`src/rtl/keypad_pkg.sv`:
```
// Shared types and key mapping for the 4x4 keypad entry path.
// The mapping table is the single place that ties a row/column position to a key code.
package keypad_pkg;

  typedef enum logic [1:0] {
    ST_SCAN     = 2'd0,
    ST_DEBOUNCE = 2'd1,
    ST_HELD     = 2'd2
  } state_e;

  localparam logic [3:0] KEY_STAR = 4'hE;
  localparam logic [3:0] KEY_HASH = 4'hF;

  // Rows are active-low; when several are low, the lowest index wins.
  function automatic logic [1:0] lowest_low_row(input logic [3:0] rows);
    logic [1:0] row;
    if (!rows[0])      row = 2'd0;
    else if (!rows[1]) row = 2'd1;
    else if (!rows[2]) row = 2'd2;
    else               row = 2'd3;
    return row;
  endfunction

  function automatic logic [3:0] key_map(input logic [1:0] row, input logic [1:0] col);
    logic [3:0] code;
    case ({row, col})
      4'h0:    code = 4'h1;
      4'h1:    code = 4'h2;
      4'h2:    code = 4'h3;
      4'h3:    code = 4'hA;
      4'h4:    code = 4'h4;
      4'h5:    code = 4'h5;
      4'h6:    code = 4'h6;
      4'h7:    code = 4'hB;
      4'h8:    code = 4'h7;
      4'h9:    code = 4'h8;
      4'hA:    code = 4'h9;
      4'hB:    code = 4'hC;
      4'hC:    code = KEY_STAR;
      4'hD:    code = 4'h0;
      4'hE:    code = KEY_HASH;
      default: code = 4'hD;
    endcase
    return code;
  endfunction

endpackage

```
`src/rtl/scan_tick_gen.sv`:
```
// Free-running modulo counter producing a one-cycle enable every CNTMAX+1 clocks.
// Also usable as the refresh enable for the display path.
module scan_tick_gen #(
  parameter int CNTMAX = 49999
) (
  input  logic clk,
  input  logic rst,
  output logic tick
);

  localparam int CW = (CNTMAX > 0) ? $clog2(CNTMAX + 1) : 1;
  localparam logic [CW-1:0] CNT_LAST = CW'(CNTMAX);

  logic [CW-1:0] r_cnt;
  logic          w_wrap;

  assign w_wrap = (r_cnt == CNT_LAST);
  assign tick   = w_wrap;

  always_ff @(posedge clk) begin
    if (rst) begin
      r_cnt <= '0;
    end else if (w_wrap) begin
      r_cnt <= '0;
    end else begin
      r_cnt <= r_cnt + CW'(1);
    end
  end

endmodule

```
`src/rtl/keypad_bcd_entry.sv`:
```
// Scans a 4x4 keypad, debounces presses and releases, and assembles a two-digit
// BCD preset; '#' issues a one-cycle preset strobe, '*' clears the entry.
module keypad_bcd_entry
  import keypad_pkg::*;
#(
  parameter int SCAN_CNTMAX    = 49999,
  parameter int DEBOUNCE_TICKS = 20
) (
  input  logic       clk_50M,
  input  logic       rst,
  input  logic [3:0] key_row,
  output logic [3:0] key_col,
  output logic [3:0] units,
  output logic [3:0] tens,
  output logic       preset,
  output logic       key_valid,
  output logic [3:0] key_code
);

  localparam int DBW = $clog2(DEBOUNCE_TICKS + 1);
  localparam logic [DBW-1:0] DB_LAST = DBW'(DEBOUNCE_TICKS - 1);

  logic           w_tick;
  logic [3:0]     r_row_meta;
  logic [3:0]     r_row_sync;
  state_e         r_state;
  logic [1:0]     r_col;
  logic [3:0]     r_row_lat;
  logic [DBW-1:0] r_db_cnt;
  logic [3:0]     r_units;
  logic [3:0]     r_tens;
  logic [3:0]     r_code;
  logic           r_preset;
  logic           r_valid;

  logic           w_any_low;
  logic           w_same;
  logic           w_db_done;
  logic           w_accept;
  logic [3:0]     w_code;

  scan_tick_gen #(
    .CNTMAX(SCAN_CNTMAX)
  ) u_scan_tick (
    .clk (clk_50M),
    .rst (rst),
    .tick(w_tick)
  );

  always_ff @(posedge clk_50M) begin
    if (rst) begin
      r_row_meta <= 4'hF;
      r_row_sync <= 4'hF;
    end else begin
      r_row_meta <= key_row;
      r_row_sync <= r_row_meta;
    end
  end

  assign w_any_low = (r_row_sync != 4'hF);
  assign w_same    = (r_row_sync == r_row_lat);
  assign w_db_done = (r_db_cnt == DB_LAST);
  assign w_accept  = w_tick && (r_state == ST_DEBOUNCE) && w_same && w_db_done;
  // The column is frozen outside SCAN, so r_col is the latched column here.
  assign w_code    = key_map(lowest_low_row(r_row_lat), r_col);
  assign key_col   = ~(4'b0001 << r_col);

  always_ff @(posedge clk_50M) begin
    if (rst) begin
      r_state   <= ST_SCAN;
      r_col     <= 2'd0;
      r_row_lat <= 4'hF;
      r_db_cnt  <= '0;
    end else if (w_tick) begin
      case (r_state)
        ST_SCAN: begin
          if (w_any_low) begin
            r_row_lat <= r_row_sync;
            r_db_cnt  <= '0;
            r_state   <= ST_DEBOUNCE;
          end else begin
            r_col <= r_col + 2'd1;
          end
        end
        ST_DEBOUNCE: begin
          if (!w_same) begin
            r_state <= ST_SCAN;
            r_col   <= r_col + 2'd1;
          end else if (w_db_done) begin
            r_db_cnt <= '0;
            r_state  <= ST_HELD;
          end else begin
            r_db_cnt <= r_db_cnt + DBW'(1);
          end
        end
        ST_HELD: begin
          if (w_any_low) begin
            r_db_cnt <= '0;
          end else if (w_db_done) begin
            r_db_cnt <= '0;
            r_state  <= ST_SCAN;
            r_col    <= r_col + 2'd1;
          end else begin
            r_db_cnt <= r_db_cnt + DBW'(1);
          end
        end
        default: r_state <= ST_SCAN;
      endcase
    end
  end

  always_ff @(posedge clk_50M) begin
    if (rst) begin
      r_units  <= 4'd0;
      r_tens   <= 4'd0;
      r_code   <= 4'd0;
      r_preset <= 1'b0;
      r_valid  <= 1'b0;
    end else begin
      r_valid  <= 1'b0;
      r_preset <= 1'b0;
      if (w_accept) begin
        r_valid <= 1'b1;
        r_code  <= w_code;
        if (w_code <= 4'd9) begin
          r_tens  <= r_units;
          r_units <= w_code;
        end else if (w_code == KEY_STAR) begin
          r_tens  <= 4'd0;
          r_units <= 4'd0;
        end else if (w_code == KEY_HASH) begin
          r_preset <= 1'b1;
        end
      end
    end
  end

  assign units     = r_units;
  assign tens      = r_tens;
  assign key_code  = r_code;
  assign preset    = r_preset;
  assign key_valid = r_valid;

endmodule

```
`config.mk`:
```
export PLATFORM = sky130hd
export DESIGN_NAME = keypad_bcd_entry
export DESIGN_NICKNAME = d
export VERILOG_FILES = /design/src/rtl/keypad_pkg.sv /design/src/rtl/scan_tick_gen.sv /design/src/rtl/keypad_bcd_entry.sv
export SDC_FILE = /design/constraint.sdc
export NUM_CORES = 1
export LEC_CHECK = 0
export CORE_AREA = 2 2 77 64
export DETAILED_ROUTE_END_ITERATION = 8
export DIE_AREA = 0 0 79 66
export HOLD_SLACK_MARGIN = 0.12
export PLACE_DENSITY = 0.77
export SLEW_MARGIN = 5
export SYNTH_ARGS = -nofsm -noshare
export SYNTH_HDL_FRONTEND = slang
export SYNTH_SLANG_ARGS = --single-unit
```
`constraint.sdc`:
```
create_clock -name clk_50M -period 3 [get_ports clk_50M]
set_input_delay 0.6 -clock clk_50M [delete_from_list [all_inputs] [get_ports clk_50M]]
set_output_delay 0.6 -clock clk_50M [all_outputs]
set_load 0.02 [all_outputs]
```
* Yosys cells after proc, flatten, opt, wreduce, memory -nomap -nowiden
Memories as Yosys holds them, arrays and structs flattened.
Cells that the tools add are included.
** Cells by class
- Shift-type cells :: 1
- Reduce and logical (&&, ||, !) cells :: 13
- Bitwise operators :: 2
- Multiply operators :: 0
- Equality and inequality tests :: 15
- Order comparisons :: 1
- Div/mod/pow operators :: 0
- $add $sub $neg :: 3
- Muxes and demuxes :: 24
** Operator list (number)
- 2-to-1 mux 2 bit :: 11
- 2-to-1 mux 5 bit :: 4
- adder 16 x 1 -> 16 bit (second input constant) :: 1
- == test 16 bit (second input constant) :: 1
- one-hot mux 5 bit (3 select lines) :: 1
- 2-to-1 mux 4 bit :: 3
- inequality test 2 bit (second input constant) :: 6
- one-hot mux 2 bit (3 select lines) :: 2
- == test 4 bit (second input constant) :: 2
- AND reduction 6 bit :: 1
- adder 5 x 1 -> 5 bit (second input constant) :: 1
- == test 5 bit (second input constant) :: 1
- AND reduction 5 bit :: 1
- == test 4 bit :: 1
- <= comparator 4 bit (second input constant) :: 1
- inequality test 4 bit (second input constant) :: 1
- inverter 4 bit :: 1
- AND reduction 4 bit :: 1
- OR reduction 4 bit :: 1
- left shift 1 x 2 -> 4 bit (first input constant) :: 1
- logical AND 1 bit :: 3
- 2-to-1 mux 1 bit :: 3
- inequality test 3 bit (second input constant) :: 1
- AND reduction 3 bit :: 1
- 9 further kinds :: 9
** Word-level totals
- Bits of input ports :: 6
- Latch bits :: 0
- Memory bits (writable) :: 0
- Register bits after elaboration :: 51
- ROM bits :: 64
- Memories :: 1
** Memories
- (no name shown) :: words 16, bits a word 4, rd ports 1, clocked after memory_dff 0, wr ports 0, RTL line keypad_pkg.sv:26 : case ({row, col})

* Logic depth before layout (Yosys ltp)
Gate-level depths: netlist (run 1).
An unclocked memory read counts as a cell.
- Depth after elaboration :: 7
- Mapped depth :: 9
- Gate-level depth less buffers :: 8

* Cells and area by module
From an unflattened synthesis (run 1), not the netlist that was laid out.
** Second synthesis, totals
- Cell total of the unflattened synthesis :: 265
- Area total of the unflattened synthesis :: 2463.6 um^2
** By module, submodules not included
- keypad_bcd_entry :: seq. area each 700.7 um^2, cells each 183, instances 1, area each 1731.7 um^2
- scan_tick_gen :: seq. area each 320.3 um^2, cells each 82, instances 1, area each 732.0 um^2

* Worst setup path after synthesis (run 1)
Ideal clock, no wire load.
- Path kind :: reg-to-reg
- Start point :: register u_scan_tick.r_cnt[13]
- End point :: register r_units[0] (netlist: units[0])
- Clock period less this slack :: 2181 ps
- Arrival :: 2093 ps
- Slack :: 819 ps
- Required time :: 2912 ps
- Library setup time :: 88 ps
- Cell stages (with the launch flop) :: 8
- Cells stage by stage :: dfxtp_1 -> or4b_1 -> or4_4 -> nor2_4 -> nand2_2 -> or2_0 -> buf_2 -> o32ai_2
** Between the ends
- Longest elaborated chain between the ends :: 5
** Ends and longest elaborated chain
- start: declaration :: RTL line scan_tick_gen.sv:14 : logic [CW-1:0] r_cnt;
- start signal: assignment :: RTL line scan_tick_gen.sv:26 : r_cnt <= r_cnt + CW'(1);
- == test 16 bit :: RTL line scan_tick_gen.sv:17 : assign w_wrap = (r_cnt == CNT_LAST);
- logical AND 1 bit (3 in a row) :: RTL line keypad_bcd_entry.sv:63 : assign w_accept = w_tick && (r_state == ST_DEBOUNCE) && w_same && w_db_done;
- AND reduction 2 bit (no source line)
- end signal: assignment :: RTL line keypad_bcd_entry.sv:127 : r_units <= w_code;
- end: declaration :: RTL line keypad_bcd_entry.sv:30 : logic [3:0] r_units;
Every way passes these cells.
A chain may end at the register's enable or synchronous reset.

* Worst setup path after layout (run 1)
- Start point :: register r_col[0]
- End point :: output key_col[0]
** Between the ends
- Longest elaborated chain between the ends :: 2
** Ends and longest elaborated chain
- start: declaration :: RTL line keypad_bcd_entry.sv:27 : logic [1:0] r_col;
- start signal: assignment :: RTL line keypad_bcd_entry.sv:82 : r_col <= r_col + 2'd1;
- start signal: assignment :: RTL line keypad_bcd_entry.sv:88 : r_col <= r_col + 2'd1;
- start signal: assignment :: RTL line keypad_bcd_entry.sv:102 : r_col <= r_col + 2'd1;
- left shift 1 x 2 -> 4 bit :: RTL line keypad_bcd_entry.sv:66 : assign key_col = ~(4'b0001 << r_col);
- inverter 4 bit :: RTL line keypad_bcd_entry.sv:66
- end: declaration :: RTL line keypad_bcd_entry.sv:12 : output logic [3:0] key_col,
Every way passes these cells.

==> results.yml, run 1 <==
floorplan:
  die_w_um: 79
  io_pins: 24
  core_um2: 4460
  die_h_um: 66
  start_util_pct: 54.1
  rows: 22
  die_area_um2: 5210
global_routing:
  track_usage_pct: 19.6
  grt_first_pass_wirelength_mm: 7.89
  antenna_found_initial: 0
  grt_max_degree: 18
  grt_pass1_vias: 1692
  gr-total-overflow: 0
clock_network:
  clkTransAtPathRegs_ns: 0.10
  clock_sinks: 51
  h-tree-depth: 2
  cts_resized: 0
  ctsRootBufferMaster: "clkbuf_8"
  clk_path_buf_depth: 2
  cts_tree: "built"
  hold_buffers: 0
  cts_buffers: 5
  cts_setup_buffers: 0
  worstSkewPairLatency_ns: 0.32
synthesis:
  synthXorXnorAreaFrac_pct: 6.90
  ys_types: 44
  synth_top_family_by_area: "simple AND/OR/NAND/NOR gates"
  synthArstFlopShare_pct: 0
  synth_area_per_cell_um2: 8.93
  synth_mux_area_share_pct: 1.25
  syn-num-nets: 289
  syn_area_um2: 2410
  ys_ff_latch: 51
  yosysWarnings: 0
  syn_inst: 270
  synth_edf_count: 0
  synthAdderAreaFrac_pct: 6.75
  synth_compound_area_share_pct: 11.8
  synthFlopType: "dfxtp_1"
  synthSimpleGateAreaFrac_pct: 27.0
  ys_seq_area_share_pct: 42.3
worst_setup_path:
  critPathLaunchType: "flop"
  critPathArrivalTime_ns: 1.86
  crit_path_max_fanout: 7
  critical_path_class: "reg -> out"
  cp.required_ns: 2.40
  cp-end-kind: "output port"
final_layout:
  drive_gt1_share_pct: 9.86
  multiInputGateArea_um2: 1290
  fillers: 404
  syn2layout_area_growth_pct: 15.9
  seqCellArea_um2: 1020
  fin_nets: 312
  diodes: 0
placed_design:
  hpwl_mm: 3.30
  gp_congestion: 0.850
  port_buffers: 23
pwr:
  powerDensity_nw_per_um2: 408
  total_leakage_power_uw: 0.00103
  vdd_drop_max_v: 0.000388
detailed_routing:
  vias_per_cell: 5.39
  finalWirelength_mm: 4.58
  drc: 0
  postRouteAntennaNets: 0
  first_pass_iters: 4
  post_drt_wl_per_cell_um: 12.9
  first_iter_violations: 91
  vias: 1907
timing:
  slew_headroom_pct: 68.9
  min_period_ns: 2.46
  tightest_slew_ns: 0.462
  setup_violations: 0
  finalCritPeriodShare_pct: 82.0
  hold_viol: 0
  fin_worst_skew_ns: 0.00920
  holdWs_ns: 0.417
  drv_slew: 0
  fmaxAchievable_mhz: 406
  rsz0062_at_grt: "false"
  final.setup.tns_ns: 0
flow_run:
  maxCapViolCount: 0
hold_path:
  hold_class: "reg -> reg"
run_status:
  outcome: "completed"
## power breakdown
part / switching, uW / internal (uW) / total, uW
Combinational: 21.9 / 19.0 / 41.0
Sequential: 7.45 / 685 / 692
Clock: 237 / 169 / 406
## worst max-delay path, cell delays in order, from the launching register on
cell and delay [ns]:
dfxtp_1 0.48, inv_1 0.17, ha_1 0.25, inv_1 0.05, clkdlybuf4s50_1 0.59
## cell type report
class	count	share of cell area, %
Tap cell	60	2.69
Clock inverter	3	0.806
Clock buffer	5	2.46
Multi-Input combinational cell	194	46.3
Sequential cell	51	36.5
Inverter	14	1.88
Timing Repair Buffer	27	9.31
## routing by layer
layer | routed length [um] | up-vias | track usage, %
li1 | - | 976 | -
met1 | 2220 | 882 | 27.1
met2 | 2050 | 41 | 28.7
met3 | 218 | 8 | 4.51
met4 | 87 | 0 | 9.48
met5 | 0 | - | 0
## synth_stat cells (3+ instances only)
library cell	count	share of area, %
nor2_1	36	5.6
nand4_1	6	1.6
nand2b_1	6	1.6
xor2_1	14	5.1
mux2i_1	3	1.2
nand3b_1	4	1.2
a21oi_1	15	3.1
a211o_1	4	1.5
nand3_1	16	3.3
ha_1	13	6.7
inv_1	14	2.2
and4_1	3	1.1
dfxtp_1	51	42
nand2_1	13	2.0
or2_2	9	2.3
o32ai_1	6	2.2
o21ai_0	3	0.62
and2_1	3	0.78
xnor2_1	5	1.8
nor2b_1	8	2.1
clkbuf_1	9	1.4
## state kept, by name, indices dropped and copies added (netlist names)
signal and count:
key_code 4, key_valid 1, preset 1, r_col 2
r_db_cnt 5, r_row_lat 4, r_row_meta 4, r_row_sync 4
r_state 2, tens 4, u_scan_tick.r_cnt 16, units 4
## logic make-up (layout without fill, tap and decap cells)
| logic type | count (synthesis) | in the layout |
|---|---|---|
| adder cells (fa/ha/maj) | 13 | 13 |
| XOR/XNOR | 19 | 19 |
| flip-flops | 51 | 51 |
| multiplexers | 3 | 3 |
| AO/OA/AOI/OAI | 40 | 40 |
| buffers and inverters | 25 | 49 |
| AND/OR/NAND/NOR | 119 | 119 |
## metrics by stage
stage	instances	worst slack [ns]	util, %	total power, uW	cell area, um2
final	354	0.540	62.7	1140	2800
after global routing	354	0.412	62.7	1190	2800
after CTS	354	0.532	62.7	1150	2800
after detailed placement	346	0.651	60.6	748	2700
after global placement	346	0.721	60.6	747	2700
after floorplan	270	0.819	-	734	2410
## cell usage in the layout, fill, tap and decap left out, drive strengths merged, types with 6 or more instances in the layout
cell type / n
xor2: 14
a21oi: 16
ha: 13
nand4: 6
nand2b: 6
or2: 10
nand3: 16
inv: 16
dfxtp: 51
nor2b: 8
nor2: 37
o32ai: 8
clkdlybuf4s50: 23
nand2: 14
## worst paths after layout
kind         cells after the start  slack, ns                       end                            start
min                              1       0.42  r_row_sync[1]$_SDFF_PP1_         r_row_meta[1]$_SDFF_PP1_
min reg2reg                      1       0.42  r_row_sync[1]$_SDFF_PP1_         r_row_meta[1]$_SDFF_PP1_
max                              4       0.54                key_col[0]            r_col[0]$_SDFFE_PP0P_
max reg2reg                      6       0.62     units[0]$_SDFFE_PP0P_  u_scan_tick.r_cnt[8]$_SDFF_PP0_
No activity file was read; power rests on OpenSTA's default activity.
==> run 2, diff against run 1 <==
- CORE_AREA: 2 2 77 64 -> 2 2 80 67
- DIE_AREA: 0 0 79 66 -> 0 0 82 69
- PLACE_DENSITY: 0.77 -> 0.74
- clock period: 3 -> 2.25 ns (I/O delays scaled with it)
==> results.yml, run 2 (synthesis results as in run 1) <==
detailed_routing:
  postRouteAntennaNets: 0
  finalWirelength_mm: 4.90
  vias: 1962
  first_iter_violations: 100
  drc: 0
  post_drt_wl_per_cell_um: 13.0
  vias_per_cell: 5.22
  first_pass_iters: 4
placed_design:
  pre_cts_ws_ns: -0.0485
  hpwl_mm: 3.64
  gp_congestion: 0.797
  port_buffers: 23
global_routing:
  antenna_found_initial: 0
  use_met1_pct: 26.7
  grt_max_degree: 24
  grt_pass1_vias: 1876
  track_usage_pct: 19.6
  met2_usage_pct: 30.4
  gr-total-overflow: 0
  grt_use_met3_pct: 5.50
  top_usage_layer: "met2"
  grt_first_pass_wirelength_mm: 8.64
worst_setup_path:
  cp.required_ns: 2.48
  cp_slowest_cell: "or4_4"
  path_cells: "or4b_4 -> or4_4 -> nor2_4 -> nand2_2 -> or2_4 -> o32ai_2"
  crit_path_max_fanout: 6
  slowest_delay_ns: 0.56
  critical_path_class: "reg -> reg"
  critPathArrivalTime_ns: 2.42
  critPathLaunchType: "flop"
  cp-end-kind: "flop"
clock_network:
  cts_tree: "built"
  hold_buffers: 0
  clk_path_buf_depth: 2
  h-tree-depth: 2
  cts_buffers: 5
  clock_sinks: 51
  worstSkewPairLatency_ns: 0.30
  clkTransAtPathRegs_ns: 0.09
  ctsRootBufferMaster: "clkbuf_8"
timing:
  fin_worst_skew_ns: 0.00201
  layout_setup_ws_ns: 0.0503
  min_period_ns: 2.20
  rsz0062_at_grt: "true"
  slew_headroom_pct: 64.9
  fmaxAchievable_mhz: 455
  final.setup.tns_ns: 0
  setup_violations: 0
  tightest_slew_ns: 0.520
  drv_slew: 0
  hold_viol: 0
  finalCritPeriodShare_pct: 97.8
final_layout:
  largest_reg_flops: 16
  layout_commonest_cell: "dfxtp_1"
  layout_common_cells: "50 x dfxtp_1, 35 x nor2_1, 24 x buf_4, 23 x clkdlybuf4s50_1"
  diodes: 0
  fin_nets: 332
  reg.largest.list: "u_scan_tick.r_cnt: 16 flops, r_db_cnt: 5 flops"
  syn2layout_area_growth_pct: 23.1
  top_register: "u_scan_tick.r_cnt"
  drive_gt1_share_pct: 16.9
floorplan:
  core_um2: 4830
  io_pins: 24
  die_area_um2: 5660
  die_w_um: 82
  start_util_pct: 49.9
  rows: 23
  die_h_um: 69
flow_run:
  maxCapViolCount: 0
run_status:
  outcome: "completed"
pwr:
  powerDensity_nw_per_um2: 509
  vdd_drop_max_v: 0.000384
  total_leakage_power_uw: 0.00114
hold_path:
  hold_class: "reg -> reg"
-- run 2: routing by layer --
| layer | part of all wire (%) | wire (um) | up-vias |
|---|---|---|---|
| li1 | - | - | 1014 |
| met1 | 49 | 2410 | 913 |
| met2 | 46 | 2260 | 28 |
| met3 | 3.6 | 177 | 7 |
| met4 | 1.2 | 57 | 0 |
| met5 | 0 | 0 | - |
-- run 2: area by class of cell --
type,count,area (um2)
Sequential cell,51,1020
Fill cell,433,1870
Clock inverter,2,16.3
Inverter,14,52.6
Tap cell,62,77.6
Clock buffer,6,72.6
Timing Repair Buffer,47,410
Multi-Input combinational cell,194,1320
-- run 2: through the flow --
step	util [%]	cell area [um2]	power (uW)	hold WS (ns)	std cells
after floorplan	-	2410	978	0.389	270
after global placement	59.1	2860	1000	0.398	368
after global routing	61.4	2970	1580	0.458	376
final	61.4	2970	1510	0.437	376
after CTS	61.1	2960	1540	0.441	376
after detailed placement	59.1	2860	1010	0.407	368
-- run 2: power by group --
part	total, uW	internal, uW	switching [uW]
registers	921	913	7.87
clock network	526	224	303
logic	64.7	31.3	33.4
total	1510	1170	344
-- run 2: critical path: cells and delay by family (launching register included) --
kind            cells  cell delay, ns
compound gates      1            0.19
flops               1            0.32
simple gates        5            1.60
-- run 2: path summary, 6_finish.rpt --
kind | startpoint | to | slack [ns] | depth (start not counted)
max | u_scan_tick.r_cnt[10]$_SDFF_PP0_ | units[3]$_SDFFE_PP0P_ | 0.05 | 6
min | r_row_meta[0]$_SDFF_PP1_ | r_row_sync[0]$_SDFF_PP1_ | 0.44 | 1
min reg2reg | r_row_meta[0]$_SDFF_PP1_ | r_row_sync[0]$_SDFF_PP1_ | 0.44 | 1
max reg2reg | u_scan_tick.r_cnt[10]$_SDFF_PP0_ | units[3]$_SDFFE_PP0P_ | 0.05 | 6
-- run 2: timing repair --
item                                   4_1_cts  5_1_grt
resized for setup                            3        4
endpoints found under the hold margin        0        0
buffers inserted                             0        0
setup endpoints to repair                    8        6
pin swaps                                    0        1
==> run 3, diff against run 2 <==
- HOLD_SLACK_MARGIN: 0.12 -> 0.02
==> results of run 3 <==
Same layout as run 2: the final DEF is identical, and so are final timing and power.
